## config.mk

```make
export PLATFORM = sky130hd
export DESIGN_NAME = mcore_util_fill_mc_flat
export DESIGN_NICKNAME = d
export VERILOG_FILES = /design/src/rtl/mcore_util_fill_mc_if.sv /design/src/rtl/mcore_util_fill_mc.sv /design/src/flat_wrapper.sv
export SDC_FILE = /design/constraint.sdc
export NUM_CORES = 2
export LEC_CHECK = 0
export BUFFER_PORTS_ARGS = -buffer_cell sky130_fd_sc_hd__buf_2
export CAP_MARGIN = 25
export CORE_ASPECT_RATIO = 1.1
export CORE_MARGIN = 8
export CORE_UTILIZATION = 25
export DETAILED_ROUTE_END_ITERATION = 16
export HOLD_SLACK_MARGIN = 0.02
export PLACE_DENSITY_LB_ADDON = 0.15
export SLEW_MARGIN = 20
export SYNTH_ARGS = -nofsm -noshare
export SYNTH_HDL_FRONTEND = slang
export SYNTH_SLANG_ARGS = --single-unit
```

## constraint.sdc

```tcl
create_clock -name aclk -period 43.9 [get_ports aclk]
set_input_delay 8.78 -clock aclk [delete_from_list [all_inputs] [get_ports aclk]]
set_output_delay 8.78 -clock aclk [all_outputs]
set_load 0.05 [all_outputs]
```

## src/rtl/mcore_util_fill_mc_if.sv

```systemverilog
// Bus bundle for the multi-channel fill engine: the PS register port plus the
// AXI4-Lite write channel. The engine uses the master modport (it masters AXI
// and serves register accesses); the environment uses the slave modport.
interface mcore_util_fill_mc_if #(
    parameter int unsigned DATA_WIDTH     = 32,
    parameter int unsigned ADDR_WIDTH     = 32,
    parameter int unsigned AXI_ADDR_WIDTH = 32
);

    // Register port
    logic [ADDR_WIDTH-1:0]     mr_addra;
    logic [DATA_WIDTH-1:0]     mr_dina;
    logic [DATA_WIDTH-1:0]     mr_douta;
    logic                      mr_ena;
    logic [DATA_WIDTH/8-1:0]   mr_wea;

    // AXI4-Lite write channels
    logic [AXI_ADDR_WIDTH-1:0] m_axi_aw_addr;
    logic [2:0]                m_axi_aw_prot;
    logic                      m_axi_aw_valid;
    logic                      m_axi_aw_ready;
    logic [DATA_WIDTH-1:0]     m_axi_w_data;
    logic [DATA_WIDTH/8-1:0]   m_axi_w_strb;
    logic                      m_axi_w_valid;
    logic                      m_axi_w_ready;
    logic [1:0]                m_axi_b_resp;
    logic                      m_axi_b_valid;
    logic                      m_axi_b_ready;

    modport master (
        input  mr_addra, mr_dina, mr_ena, mr_wea,
        output mr_douta,
        output m_axi_aw_addr, m_axi_aw_prot, m_axi_aw_valid,
        input  m_axi_aw_ready,
        output m_axi_w_data, m_axi_w_strb, m_axi_w_valid,
        input  m_axi_w_ready,
        input  m_axi_b_resp, m_axi_b_valid,
        output m_axi_b_ready
    );

    modport slave (
        output mr_addra, mr_dina, mr_ena, mr_wea,
        input  mr_douta,
        input  m_axi_aw_addr, m_axi_aw_prot, m_axi_aw_valid,
        output m_axi_aw_ready,
        input  m_axi_w_data, m_axi_w_strb, m_axi_w_valid,
        output m_axi_w_ready,
        output m_axi_b_resp, m_axi_b_valid,
        input  m_axi_b_ready
    );

endinterface

```

## src/rtl/mcore_util_fill_mc.sv

```systemverilog
// Multi-channel memory fill engine. Each channel writes COUNT words starting
// at DST, either a constant PATTERN or one that grows by STEP per beat. All
// channels share one AXI4-Lite write master, granted round-robin one beat at
// a time, with at most one transaction outstanding.
module mcore_util_fill_mc #(
    parameter int unsigned DATA_WIDTH     = 32,
    parameter int unsigned ADDR_WIDTH     = 32,
    parameter int unsigned AXI_ADDR_WIDTH = 32,
    parameter int unsigned NUM_CH         = 4,
    parameter int unsigned CNT_WIDTH      = 16
) (
    input  logic                 aclk,
    input  logic                 arst,
    mcore_util_fill_mc_if.master bus,
    output logic                 irq
);

    localparam int unsigned ChW   = (NUM_CH > 1) ? $clog2(NUM_CH) : 1;
    localparam int unsigned StrbW = DATA_WIDTH / 8;

    typedef logic [ChW-1:0] ch_idx_t;

    typedef enum logic [1:0] {ChIdle, ChPend, ChActive} ch_st_e;
    typedef enum logic [1:0] {MIdle, MAddr, MResp} m_st_e;

    // Programmed registers (software view)
    logic [AXI_ADDR_WIDTH-1:0] dst_q    [NUM_CH];
    logic [CNT_WIDTH-1:0]      cnt_q    [NUM_CH];
    logic [DATA_WIDTH-1:0]     pat_q    [NUM_CH];
    logic [DATA_WIDTH-1:0]     step_q   [NUM_CH];
    logic                      incr_q   [NUM_CH];
    logic                      irq_en_q [NUM_CH];

    // Working copies latched at start; these are what the run consumes
    logic [AXI_ADDR_WIDTH-1:0] wk_dst_q  [NUM_CH];
    logic [CNT_WIDTH-1:0]      wk_cnt_q  [NUM_CH];
    logic [DATA_WIDTH-1:0]     wk_pat_q  [NUM_CH];
    logic [DATA_WIDTH-1:0]     wk_step_q [NUM_CH];
    logic                      wk_incr_q [NUM_CH];

    logic                      done_q [NUM_CH];
    logic                      err_q  [NUM_CH];
    ch_st_e                    ch_st_q [NUM_CH];

    // Shared master state
    m_st_e                     m_st_q;
    ch_idx_t                   ptr_q;     // next position to start the search from
    ch_idx_t                   gnt_ch_q;  // channel owning the outstanding beat
    logic                      aw_valid_q;
    logic                      w_valid_q;
    logic                      b_ready_q;
    logic [AXI_ADDR_WIDTH-1:0] aw_addr_q;
    logic [DATA_WIDTH-1:0]     w_data_q;
    logic [DATA_WIDTH-1:0]     rd_data_q;

    // Register decode
    logic [2:0]            reg_ch_raw;
    logic [2:0]            reg_off;
    logic                  reg_hit;
    logic                  reg_wr;
    ch_idx_t               reg_ch;
    logic [DATA_WIDTH-1:0] rd_data;
    logic                  unused_addr;

    assign reg_ch_raw  = bus.mr_addra[7:5];
    assign reg_off     = bus.mr_addra[4:2];
    assign reg_hit     = 32'(reg_ch_raw) < NUM_CH;
    assign reg_ch      = ch_idx_t'(reg_ch_raw);
    assign reg_wr      = bus.mr_ena && (|bus.mr_wea);
    assign unused_addr = ^{bus.mr_addra[ADDR_WIDTH-1:8], bus.mr_addra[1:0]};

    assign bus.m_axi_aw_addr  = aw_addr_q;
    assign bus.m_axi_aw_prot  = 3'b000;
    assign bus.m_axi_aw_valid = aw_valid_q;
    assign bus.m_axi_w_data   = w_data_q;
    assign bus.m_axi_w_strb   = {StrbW{1'b1}};
    assign bus.m_axi_w_valid  = w_valid_q;
    assign bus.m_axi_b_ready  = b_ready_q;
    assign bus.mr_douta       = rd_data_q;

    function automatic ch_idx_t next_ch(input ch_idx_t c);
        return (32'(c) == NUM_CH - 1) ? '0 : c + ch_idx_t'(1);
    endfunction

    // Round-robin pick among pending channels that still have beats to issue
    logic    gnt_valid;
    ch_idx_t gnt_idx;
    ch_idx_t cand;
    always_comb begin
        gnt_valid = 1'b0;
        gnt_idx   = '0;
        cand      = '0;
        // Walk from farthest to nearest so the nearest match wins
        for (int i = int'(NUM_CH) - 1; i >= 0; i--) begin
            cand = ch_idx_t'((32'(ptr_q) + 32'(i)) % NUM_CH);
            if (ch_st_q[cand] == ChPend && wk_cnt_q[cand] != '0) begin
                gnt_valid = 1'b1;
                gnt_idx   = cand;
            end
        end
    end

    // Interrupt: any channel that is done with its interrupt enabled
    always_comb begin
        irq = 1'b0;
        for (int i = 0; i < int'(NUM_CH); i++) begin
            irq = irq | (done_q[i] & irq_en_q[i]);
        end
    end

    // Register read mux
    always_comb begin
        rd_data = '0;
        if (reg_hit) begin
            case (reg_off)
                3'd0: rd_data = DATA_WIDTH'(dst_q[reg_ch]);
                3'd1: rd_data[5:0] = {irq_en_q[reg_ch], incr_q[reg_ch], 1'b0, err_q[reg_ch],
                                      ch_st_q[reg_ch] != ChIdle, done_q[reg_ch]};
                3'd2: rd_data = DATA_WIDTH'(cnt_q[reg_ch]);
                3'd3: rd_data = pat_q[reg_ch];
                3'd4: rd_data = step_q[reg_ch];
                default: rd_data = '0;
            endcase
        end
    end

    // Registered read data, held while the port is idle
    always_ff @(posedge aclk or posedge arst) begin
        if (arst) begin
            rd_data_q <= '0;
        end else if (bus.mr_ena) begin
            rd_data_q <= rd_data;
        end
    end

    // Register writes, channel FSMs and the shared AXI master FSM
    always_ff @(posedge aclk or posedge arst) begin
        if (arst) begin
            for (int i = 0; i < int'(NUM_CH); i++) begin
                dst_q[i]     <= '0;
                cnt_q[i]     <= '0;
                pat_q[i]     <= '0;
                step_q[i]    <= '0;
                incr_q[i]    <= 1'b0;
                irq_en_q[i]  <= 1'b0;
                wk_dst_q[i]  <= '0;
                wk_cnt_q[i]  <= '0;
                wk_pat_q[i]  <= '0;
                wk_step_q[i] <= '0;
                wk_incr_q[i] <= 1'b0;
                done_q[i]    <= 1'b0;
                err_q[i]     <= 1'b0;
                ch_st_q[i]   <= ChIdle;
            end
            m_st_q     <= MIdle;
            ptr_q      <= '0;
            gnt_ch_q   <= '0;
            aw_valid_q <= 1'b0;
            w_valid_q  <= 1'b0;
            b_ready_q  <= 1'b0;
            aw_addr_q  <= '0;
            w_data_q   <= '0;
        end else begin
            if (reg_wr && reg_hit) begin
                case (reg_off)
                    3'd0: dst_q[reg_ch] <= AXI_ADDR_WIDTH'(bus.mr_dina);
                    3'd1: begin
                        incr_q[reg_ch]   <= bus.mr_dina[4];
                        irq_en_q[reg_ch] <= bus.mr_dina[5];
                        // Start only from idle; mode comes from this same write
                        if (bus.mr_dina[0] && ch_st_q[reg_ch] == ChIdle) begin
                            done_q[reg_ch]    <= 1'b0;
                            err_q[reg_ch]     <= 1'b0;
                            wk_dst_q[reg_ch]  <= dst_q[reg_ch];
                            wk_cnt_q[reg_ch]  <= cnt_q[reg_ch];
                            wk_pat_q[reg_ch]  <= pat_q[reg_ch];
                            wk_step_q[reg_ch] <= step_q[reg_ch];
                            wk_incr_q[reg_ch] <= bus.mr_dina[4];
                            ch_st_q[reg_ch]   <= ChPend;
                        end
                    end
                    3'd2: cnt_q[reg_ch]  <= bus.mr_dina[CNT_WIDTH-1:0];
                    3'd3: pat_q[reg_ch]  <= bus.mr_dina;
                    3'd4: step_q[reg_ch] <= bus.mr_dina;
                    default: ;
                endcase
            end

            // A zero-length run finishes without ever being arbitrated
            for (int i = 0; i < int'(NUM_CH); i++) begin
                if (ch_st_q[i] == ChPend && wk_cnt_q[i] == '0) begin
                    ch_st_q[i] <= ChIdle;
                    done_q[i]  <= 1'b1;
                end
            end

            unique case (m_st_q)
                MIdle: begin
                    if (gnt_valid) begin
                        aw_addr_q           <= wk_dst_q[gnt_idx];
                        w_data_q            <= wk_pat_q[gnt_idx];
                        wk_dst_q[gnt_idx]   <= wk_dst_q[gnt_idx] + AXI_ADDR_WIDTH'(StrbW);
                        if (wk_incr_q[gnt_idx]) begin
                            wk_pat_q[gnt_idx] <= wk_pat_q[gnt_idx] + wk_step_q[gnt_idx];
                        end
                        wk_cnt_q[gnt_idx]   <= wk_cnt_q[gnt_idx] - CNT_WIDTH'(1);
                        ch_st_q[gnt_idx]    <= ChActive;
                        gnt_ch_q            <= gnt_idx;
                        ptr_q               <= next_ch(gnt_idx);
                        aw_valid_q          <= 1'b1;
                        w_valid_q           <= 1'b1;
                        m_st_q              <= MAddr;
                    end
                end
                MAddr: begin
                    if (bus.m_axi_aw_ready) aw_valid_q <= 1'b0;
                    if (bus.m_axi_w_ready)  w_valid_q  <= 1'b0;
                    if ((!aw_valid_q || bus.m_axi_aw_ready) &&
                        (!w_valid_q || bus.m_axi_w_ready)) begin
                        b_ready_q <= 1'b1;
                        m_st_q    <= MResp;
                    end
                end
                MResp: begin
                    if (bus.m_axi_b_valid) begin
                        b_ready_q <= 1'b0;
                        m_st_q    <= MIdle;
                        if (bus.m_axi_b_resp != 2'b00) begin
                            // Abandon the rest of this channel's run
                            err_q[gnt_ch_q]   <= 1'b1;
                            done_q[gnt_ch_q]  <= 1'b1;
                            ch_st_q[gnt_ch_q] <= ChIdle;
                        end else if (wk_cnt_q[gnt_ch_q] == '0) begin
                            done_q[gnt_ch_q]  <= 1'b1;
                            ch_st_q[gnt_ch_q] <= ChIdle;
                        end else begin
                            ch_st_q[gnt_ch_q] <= ChPend;
                        end
                    end
                end
                default: m_st_q <= MIdle;
            endcase
        end
    end

endmodule

```

## src/flat_wrapper.sv

```systemverilog
// flat-port wrapper written by rule: the top's interface ports become plain ports
module mcore_util_fill_mc_flat 
#(
    parameter int unsigned DATA_WIDTH     = 32,
    parameter int unsigned ADDR_WIDTH     = 32,
    parameter int unsigned AXI_ADDR_WIDTH = 32,
    parameter int unsigned NUM_CH         = 4,
    parameter int unsigned CNT_WIDTH      = 16
)
  (aclk, arst, irq, bus_mr_addra, bus_mr_dina, bus_mr_ena, bus_mr_wea, bus_mr_douta, bus_m_axi_aw_addr, bus_m_axi_aw_prot, bus_m_axi_aw_valid, bus_m_axi_aw_ready, bus_m_axi_w_data, bus_m_axi_w_strb, bus_m_axi_w_valid, bus_m_axi_w_ready, bus_m_axi_b_resp, bus_m_axi_b_valid, bus_m_axi_b_ready);
  mcore_util_fill_mc_if #(.DATA_WIDTH(DATA_WIDTH), .ADDR_WIDTH(ADDR_WIDTH), .AXI_ADDR_WIDTH(AXI_ADDR_WIDTH)) bus_i ();
  input  logic aclk;
  input  logic arst;
  output logic irq;
  input wire logic [$bits(bus_i.mr_addra)-1:0] bus_mr_addra;
  input wire logic [$bits(bus_i.mr_dina)-1:0] bus_mr_dina;
  input wire logic [$bits(bus_i.mr_ena)-1:0] bus_mr_ena;
  input wire logic [$bits(bus_i.mr_wea)-1:0] bus_mr_wea;
  output wire logic [$bits(bus_i.mr_douta)-1:0] bus_mr_douta;
  output wire logic [$bits(bus_i.m_axi_aw_addr)-1:0] bus_m_axi_aw_addr;
  output wire logic [$bits(bus_i.m_axi_aw_prot)-1:0] bus_m_axi_aw_prot;
  output wire logic [$bits(bus_i.m_axi_aw_valid)-1:0] bus_m_axi_aw_valid;
  input wire logic [$bits(bus_i.m_axi_aw_ready)-1:0] bus_m_axi_aw_ready;
  output wire logic [$bits(bus_i.m_axi_w_data)-1:0] bus_m_axi_w_data;
  output wire logic [$bits(bus_i.m_axi_w_strb)-1:0] bus_m_axi_w_strb;
  output wire logic [$bits(bus_i.m_axi_w_valid)-1:0] bus_m_axi_w_valid;
  input wire logic [$bits(bus_i.m_axi_w_ready)-1:0] bus_m_axi_w_ready;
  input wire logic [$bits(bus_i.m_axi_b_resp)-1:0] bus_m_axi_b_resp;
  input wire logic [$bits(bus_i.m_axi_b_valid)-1:0] bus_m_axi_b_valid;
  output wire logic [$bits(bus_i.m_axi_b_ready)-1:0] bus_m_axi_b_ready;
  assign bus_i.mr_addra = bus_mr_addra;
  assign bus_i.mr_dina = bus_mr_dina;
  assign bus_i.mr_ena = bus_mr_ena;
  assign bus_i.mr_wea = bus_mr_wea;
  assign bus_mr_douta = bus_i.mr_douta;
  assign bus_m_axi_aw_addr = bus_i.m_axi_aw_addr;
  assign bus_m_axi_aw_prot = bus_i.m_axi_aw_prot;
  assign bus_m_axi_aw_valid = bus_i.m_axi_aw_valid;
  assign bus_i.m_axi_aw_ready = bus_m_axi_aw_ready;
  assign bus_m_axi_w_data = bus_i.m_axi_w_data;
  assign bus_m_axi_w_strb = bus_i.m_axi_w_strb;
  assign bus_m_axi_w_valid = bus_i.m_axi_w_valid;
  assign bus_i.m_axi_w_ready = bus_m_axi_w_ready;
  assign bus_i.m_axi_b_resp = bus_m_axi_b_resp;
  assign bus_i.m_axi_b_valid = bus_m_axi_b_valid;
  assign bus_m_axi_b_ready = bus_i.m_axi_b_ready;
  mcore_util_fill_mc #(.DATA_WIDTH(DATA_WIDTH), .ADDR_WIDTH(ADDR_WIDTH), .AXI_ADDR_WIDTH(AXI_ADDR_WIDTH), .NUM_CH(NUM_CH), .CNT_WIDTH(CNT_WIDTH)) u_core (.aclk(aclk), .arst(arst), .bus(bus_i), .irq(irq));
endmodule
```

Word-level counts from Yosys, hierarchy flattened --
Index checks and enable logic that the tools add are counted.
Cells by class: $add $sub $neg 7, multiply operators 0, div/mod/pow operators 0, order comparisons 11, equal/unequal tests 20, shifts and indexed selects 0, multiplexer cells 170, bitwise gates (word level) 30, reduce and logical (&&, ||, !) cells 47
Operators with widths (number):
- 128-bit 2-to-1 mux | 11
- 128-bit bitwise mux | 8
- 32-bit 2-to-1 mux | 15
- 32-bit binary-select mux with 2-bit select | 6
- 64-bit 2-to-1 mux | 5
- 16-bit 2-to-1 mux | 16
- 16-bit binary-select mux with 2-bit select | 7
- 64-bit bitwise mux | 3
- 32-bit demux with 2-bit select | 2
- 26-bit case mux with 4 select lines | 1
- 16-bit zero test | 5
- 16-bit demux with 2-bit select | 2
- 16-bit nonzero test | 4
- 8-bit 2-to-1 mux | 7
- 4-bit 2-to-1 mux | 13
- 2-bit 2-to-1 mux | 25
- 32-bit by 3-bit adder with 32-bit output (second input constant) | 1
- 32-bit adder | 1
- 6-bit case mux with 5 select lines | 1
- 1-bit 2-to-1 mux | 25
- 3-bit greater-or-equal comparator (second input constant) | 7
- 2-bit NOT with 3-bit output | 7
- 4-bit AND | 5
- 2-bit binary-select mux with 2-bit select | 5
- other kinds (34) | 103
Word-level totals: register bits 1029, latch bits 0, bits in writable memories 0, bits in read-only memories 0, input bits 76, memories 0

Logic depth before layout (Yosys ltp) --
depth after elaboration 20, gate-level depth with buffers 36, depth with buffers taken out 27

Worst setup path before layout --
No wires, ideal clock.
path type input port to flip-flop, from in bus_mr_ena, to reg u_core.wk_pat_q[13] (netlist bit), library setup time 0.135 ns, arrival 11.456 ns, path slack 32.309 ns, stages on the path 11, buffers on the path 4, path through clkbuf_1 > nor2b_1 > nand2b_1 > nor4b_1 > nand3_1 > or2_0 > clkbuf_1 > clkbuf_1 > clkbuf_1 > a211oi_1 > a21oi_1
On the way: cells in the longest elaborated chain, start to end 7
RTL lines:
- from (decl) | line flat_wrapper.sv:17 | input wire logic [$bits(bus_i.mr_ena)-1:0] bus_mr_ena;
- 1-bit logical AND (*) | line mcore_util_fill_mc.sv:69 | assign reg_wr = bus.mr_ena && (|bus.mr_wea);
- 1-bit logical AND (*) | line mcore_util_fill_mc.sv:164 | if (reg_wr && reg_hit) begin
- 128-bit 2-to-1 mux (*) | line mcore_util_fill_mc.sv:164
- 128-bit bitwise mux | line mcore_util_fill_mc.sv:204 | wk_pat_q[gnt_idx] <= wk_pat_q[gnt_idx] + wk_step_q[gnt_idx];
- 128-bit 2-to-1 mux | line mcore_util_fill_mc.sv:203 | if (wk_incr_q[gnt_idx]) begin
- 128-bit 2-to-1 mux | line mcore_util_fill_mc.sv:199 | if (gnt_valid) begin
- 128-bit 2-to-1 mux (*) | line mcore_util_fill_mc.sv:197 | unique case (m_st_q)
- to (signal, indexed assignment) | line mcore_util_fill_mc.sv:176 | wk_pat_q[reg_ch] <= pat_q[reg_ch];
- to (signal, indexed assignment) | line mcore_util_fill_mc.sv:204
- to (decl) | line mcore_util_fill_mc.sv:37 | logic [DATA_WIDTH-1:0] wk_pat_q [NUM_CH];
Every way passes the cells marked *; elsewhere a longest branch is shown, timed or not. A chain may end at the register's enable or synchronous reset.

Final worst setup path --
from in bus_mr_addra[6], to reg u_core.wk_pat_q[30] (netlist bit)
On the way: cells in the longest elaborated chain, start to end 13
RTL lines:
- from (decl) | line flat_wrapper.sv:15 | input wire logic [$bits(bus_i.mr_addra)-1:0] bus_mr_addra;
- 2-bit NOT with 3-bit output (implied by the code) | line mcore_util_fill_mc.sv:171, mcore_util_fill_mc.sv:176
- 3-bit greater-or-equal comparator (implied by the code) (tied with other cells) | line mcore_util_fill_mc.sv:176
- 1-bit logical AND (implied by the code) / 2-bit 2-to-1 mux (equally long branches) | line mcore_util_fill_mc.sv:176, mcore_util_fill_mc.sv:171
- 32-bit 2-to-1 mux (implied by the code) / 2-bit 2-to-1 mux (equally long branches) | line mcore_util_fill_mc.sv:176, mcore_util_fill_mc.sv:171
- 32-bit demux with 2-bit select / 2-bit zero test (equally long branches) | line mcore_util_fill_mc.sv:176, mcore_util_fill_mc.sv:171
- 128-bit bitwise mux / 1-bit logical AND (equally long branches) | line mcore_util_fill_mc.sv:176, mcore_util_fill_mc.sv:171
- 128-bit 2-to-1 mux | line mcore_util_fill_mc.sv:171 | if (bus.mr_dina[0] && ch_st_q[reg_ch] == ChIdle) begin
- 128-bit 2-to-1 mux | line mcore_util_fill_mc.sv:165 | case (reg_off)
- 128-bit 2-to-1 mux (*) | line mcore_util_fill_mc.sv:164
- 128-bit bitwise mux | line mcore_util_fill_mc.sv:204
- 128-bit 2-to-1 mux | line mcore_util_fill_mc.sv:203
- 128-bit 2-to-1 mux | line mcore_util_fill_mc.sv:199
- 128-bit 2-to-1 mux (*) | line mcore_util_fill_mc.sv:197
Every way passes the cells marked *; elsewhere a longest branch is shown, timed or not. The select of a mux whose other input is x is not followed.

==> reports/qor.csv <==
metric,value,unit
pre-CTS setup slack,30.95,ns
DRC,0,
overflow left after global routing,0,
area occupied by multi-input gates,0.0247,sq mm
Setup Skew,0.0509,ns
WL per Instance,23.9,um
synthesized instance count,4778,
Die Wd,451,um
area delta synth->final,14.4,%
max_cap viols,0,
CP Class,in -> reg,
antenna violations before repair,25,
RD Place Congestion,0.749,
Hold Path Class,reg -> reg,
Ys Warns,0,
outcome,finished clean,
"EDFF count, synth",0,
"leading cell types in the layout, fill and taps excluded","dfrtp_1 (1029), nand2_1 (766), mux2_2 (610)",
"Power, Total",3.79,mW
clk buf depth,3,
final setup fails,0,
gr usage total,16.0,%
Mapped Area,0.0521,sq mm
first-pass GRT wire length,271000,um
Core ar.,0.207,sq mm
Synth Area per Inst,10.9,sq um
detailed-route via count,36900,
fin nets,4871,
"commonest non-fill, non-tap cell in the layout",dfrtp_1,
Main synth FF type,dfrtp_1,
RSZ-0062 raised after global routing,false,
Die ar.,0.223,sq mm
register bit count reported by yosys,1029,
CTS tree,done,
IO buf count,149,
WP data arrival,12.66,ns
hold_ws,0.474,ns
clk root buf,clkbuf_16,
WP data required,44.50,ns
Detailed Route WL,182000,um
final hold vios,0,
1st-iter DRT viols,2701,
clock latency on the worst-skew pair,0.75,ns
H-tree lvl count,3,
Max Clk Rate,82.9,MHz
post-route design area,0.0596,sq mm
IO Pins,183,
fin crit period,12.06,ns
CTS resizes,0,
Reg area,0.0257,sq mm
CTS Buf Count,116,
largest net degree at the start of global routing,143,
setup ws final,31.84,ns
Slew HR,29.3,%
fraction of layout cells with a size suffix above 1,25.0,%
"Seq/Total Area, Yosys",49.5,%
"Max FO, Critical Path",87,
P per Cell Area,63.6,mW/mm^2
leak pwr,26.8,nW
CP Capture Type,flip-flop,
Slew Limit Fails,0,
DR vias/cell,4.84,
final period utilization,27.5,%
vias in the first global route,38000,
Synth async-reset ratio,100,%
first-pass detailed-route iteration total,7,
Synth top area share,49.5,%
placement-stage cell area,0.0556,sq mm
Initial Util,25.2,%
Synth area leader,dfrtp_1,
setup tns final,0,ns
post-synthesis cell type count,83,
CP Launch Type,input port,
Synth area leaders,"dfrtp_1 (49%), mux2_2 (13%), nand2_1 (5.6%), mux4_2 (5.1%), mux2i_1 (3.4%)",
Peak VDD IR,0.0000458,V
setup bufs post-CTS,0,
Site Rows,175,
Filler Cells Inserted,21400,
DRT antenna net count,0,
post-detail-place hpwl,116000,um
"Reg clk slew, reported paths",0.06,ns
Clock Sinks,1029,
# hold bufs at CTS,0,
Chip Height,495,um
Tightest Pin Transition,1.06,ns
[cell type report]
class,count,share of cell area [%]
diodes,28,0.118
clock buffers,166,5.66
clock inverters,36,0.767
inverters,60,0.408
multi-input cells,3319,41.5
flip-flops and latches,1029,43.2
well taps,2743,5.76
repair buffers,233,2.50
[cells in the mapped netlist (13+ instances only)]
master,n
dfrtp_1,1029
nand2_1,772
mux2_2,611
a21oi_1,283
clkbuf_1,274
nor2b_1,220
a211oi_1,214
o21ai_0,209
mux2i_1,178
mux4_2,117
nor2_1,103
nand3_1,80
a31oi_1,69
and3_1,69
buf_1,68
inv_1,58
xor2_1,44
xnor2_1,42
o22ai_1,38
ha_1,35
buf_2,23
nor3_1,22
a21o_1,16
nand2b_1,15
a22oi_1,13
[power breakdown]
group	switching, mW	internal, mW
Clock	0.424	0.577
Combinational	1.02	0.505
Sequential	0.121	1.14
Total	1.57	2.22
[cells by family (layout without fill, tap and decap cells)]
logic type	count (synthesis)	after routing	share of synthesized area, %
AOI/OAI and AO/OA	914	914	10.7
xor gates and xnor gates	87	87	1.48
adders and majority gates	38	38	0.918
buffers and inverters	435	495	3.29
DFF	1029	1029	49.5
muxes	907	907	21.7
other	2	35	0.0144
and+or+nand+nor	1366	1366	12.4
[flip-flops by register name, summed over array words and instances (netlist names), 8 cells and up]
name and flops:
u_core.bus.m_axi_aw_addr 32, u_core.bus.m_axi_w_data 32, u_core.bus.mr_douta 32, u_core.ch_st_q 8
u_core.cnt_q 64, u_core.dst_q 128, u_core.pat_q 128, u_core.step_q 128
u_core.wk_cnt_q 64, u_core.wk_dst_q 128, u_core.wk_pat_q 128, u_core.wk_step_q 128
[through the flow]
stage	utilization, %	instances
after floorplan	-	4783
after global placement	26.8	7377
after detailed placement	26.9	7381
after CTS	28.7	7583
after global routing	28.8	7591
final	28.8	7614
[layer usage]
metal	wire length, um	track usage, %
met5	41	0
met2	87900	27.0
met4	4660	4.45
met1	82000	21.4
met3	7200	2.17
[critical path, stage by stage]
cell and delay, ns:
buf_6 0.36, buf_12 0.54, nor3_1 0.09, a21oi_1 0.13, a21oi_1 0.20, nand2_1 0.15, or2_4 0.44, buf_4 0.60
buf_4 0.73, mux2i_1 0.28, nand2_1 0.07, o21ai_0 0.06, a21oi_1 0.05
[final timing paths]
| check | start | end | slack, ns | cells after the start |
|---|---|---|---|---|
| worst max-delay path | bus_mr_addra[6] | u_core.wk_pat_q[30] | 31.84 | 13 |
| worst min-delay path | u_core.wk_step_q[65] | u_core.wk_step_q[65] | 0.47 | 2 |
| worst max register to register | u_core.wk_cnt_q[55] | u_core.wk_pat_q[126] | 34.77 | 27 |
| worst min register to register | u_core.wk_step_q[65] | u_core.wk_step_q[65] | 0.47 | 2 |
| max in group asynchronous | arst | u_core.wk_pat_q[82] | 32.74 | 5 |
| min in group asynchronous | arst | u_core.bus.m_axi_aw_addr[22] | 8.16 | 2 |
Power figures use the tool's default switching activity.
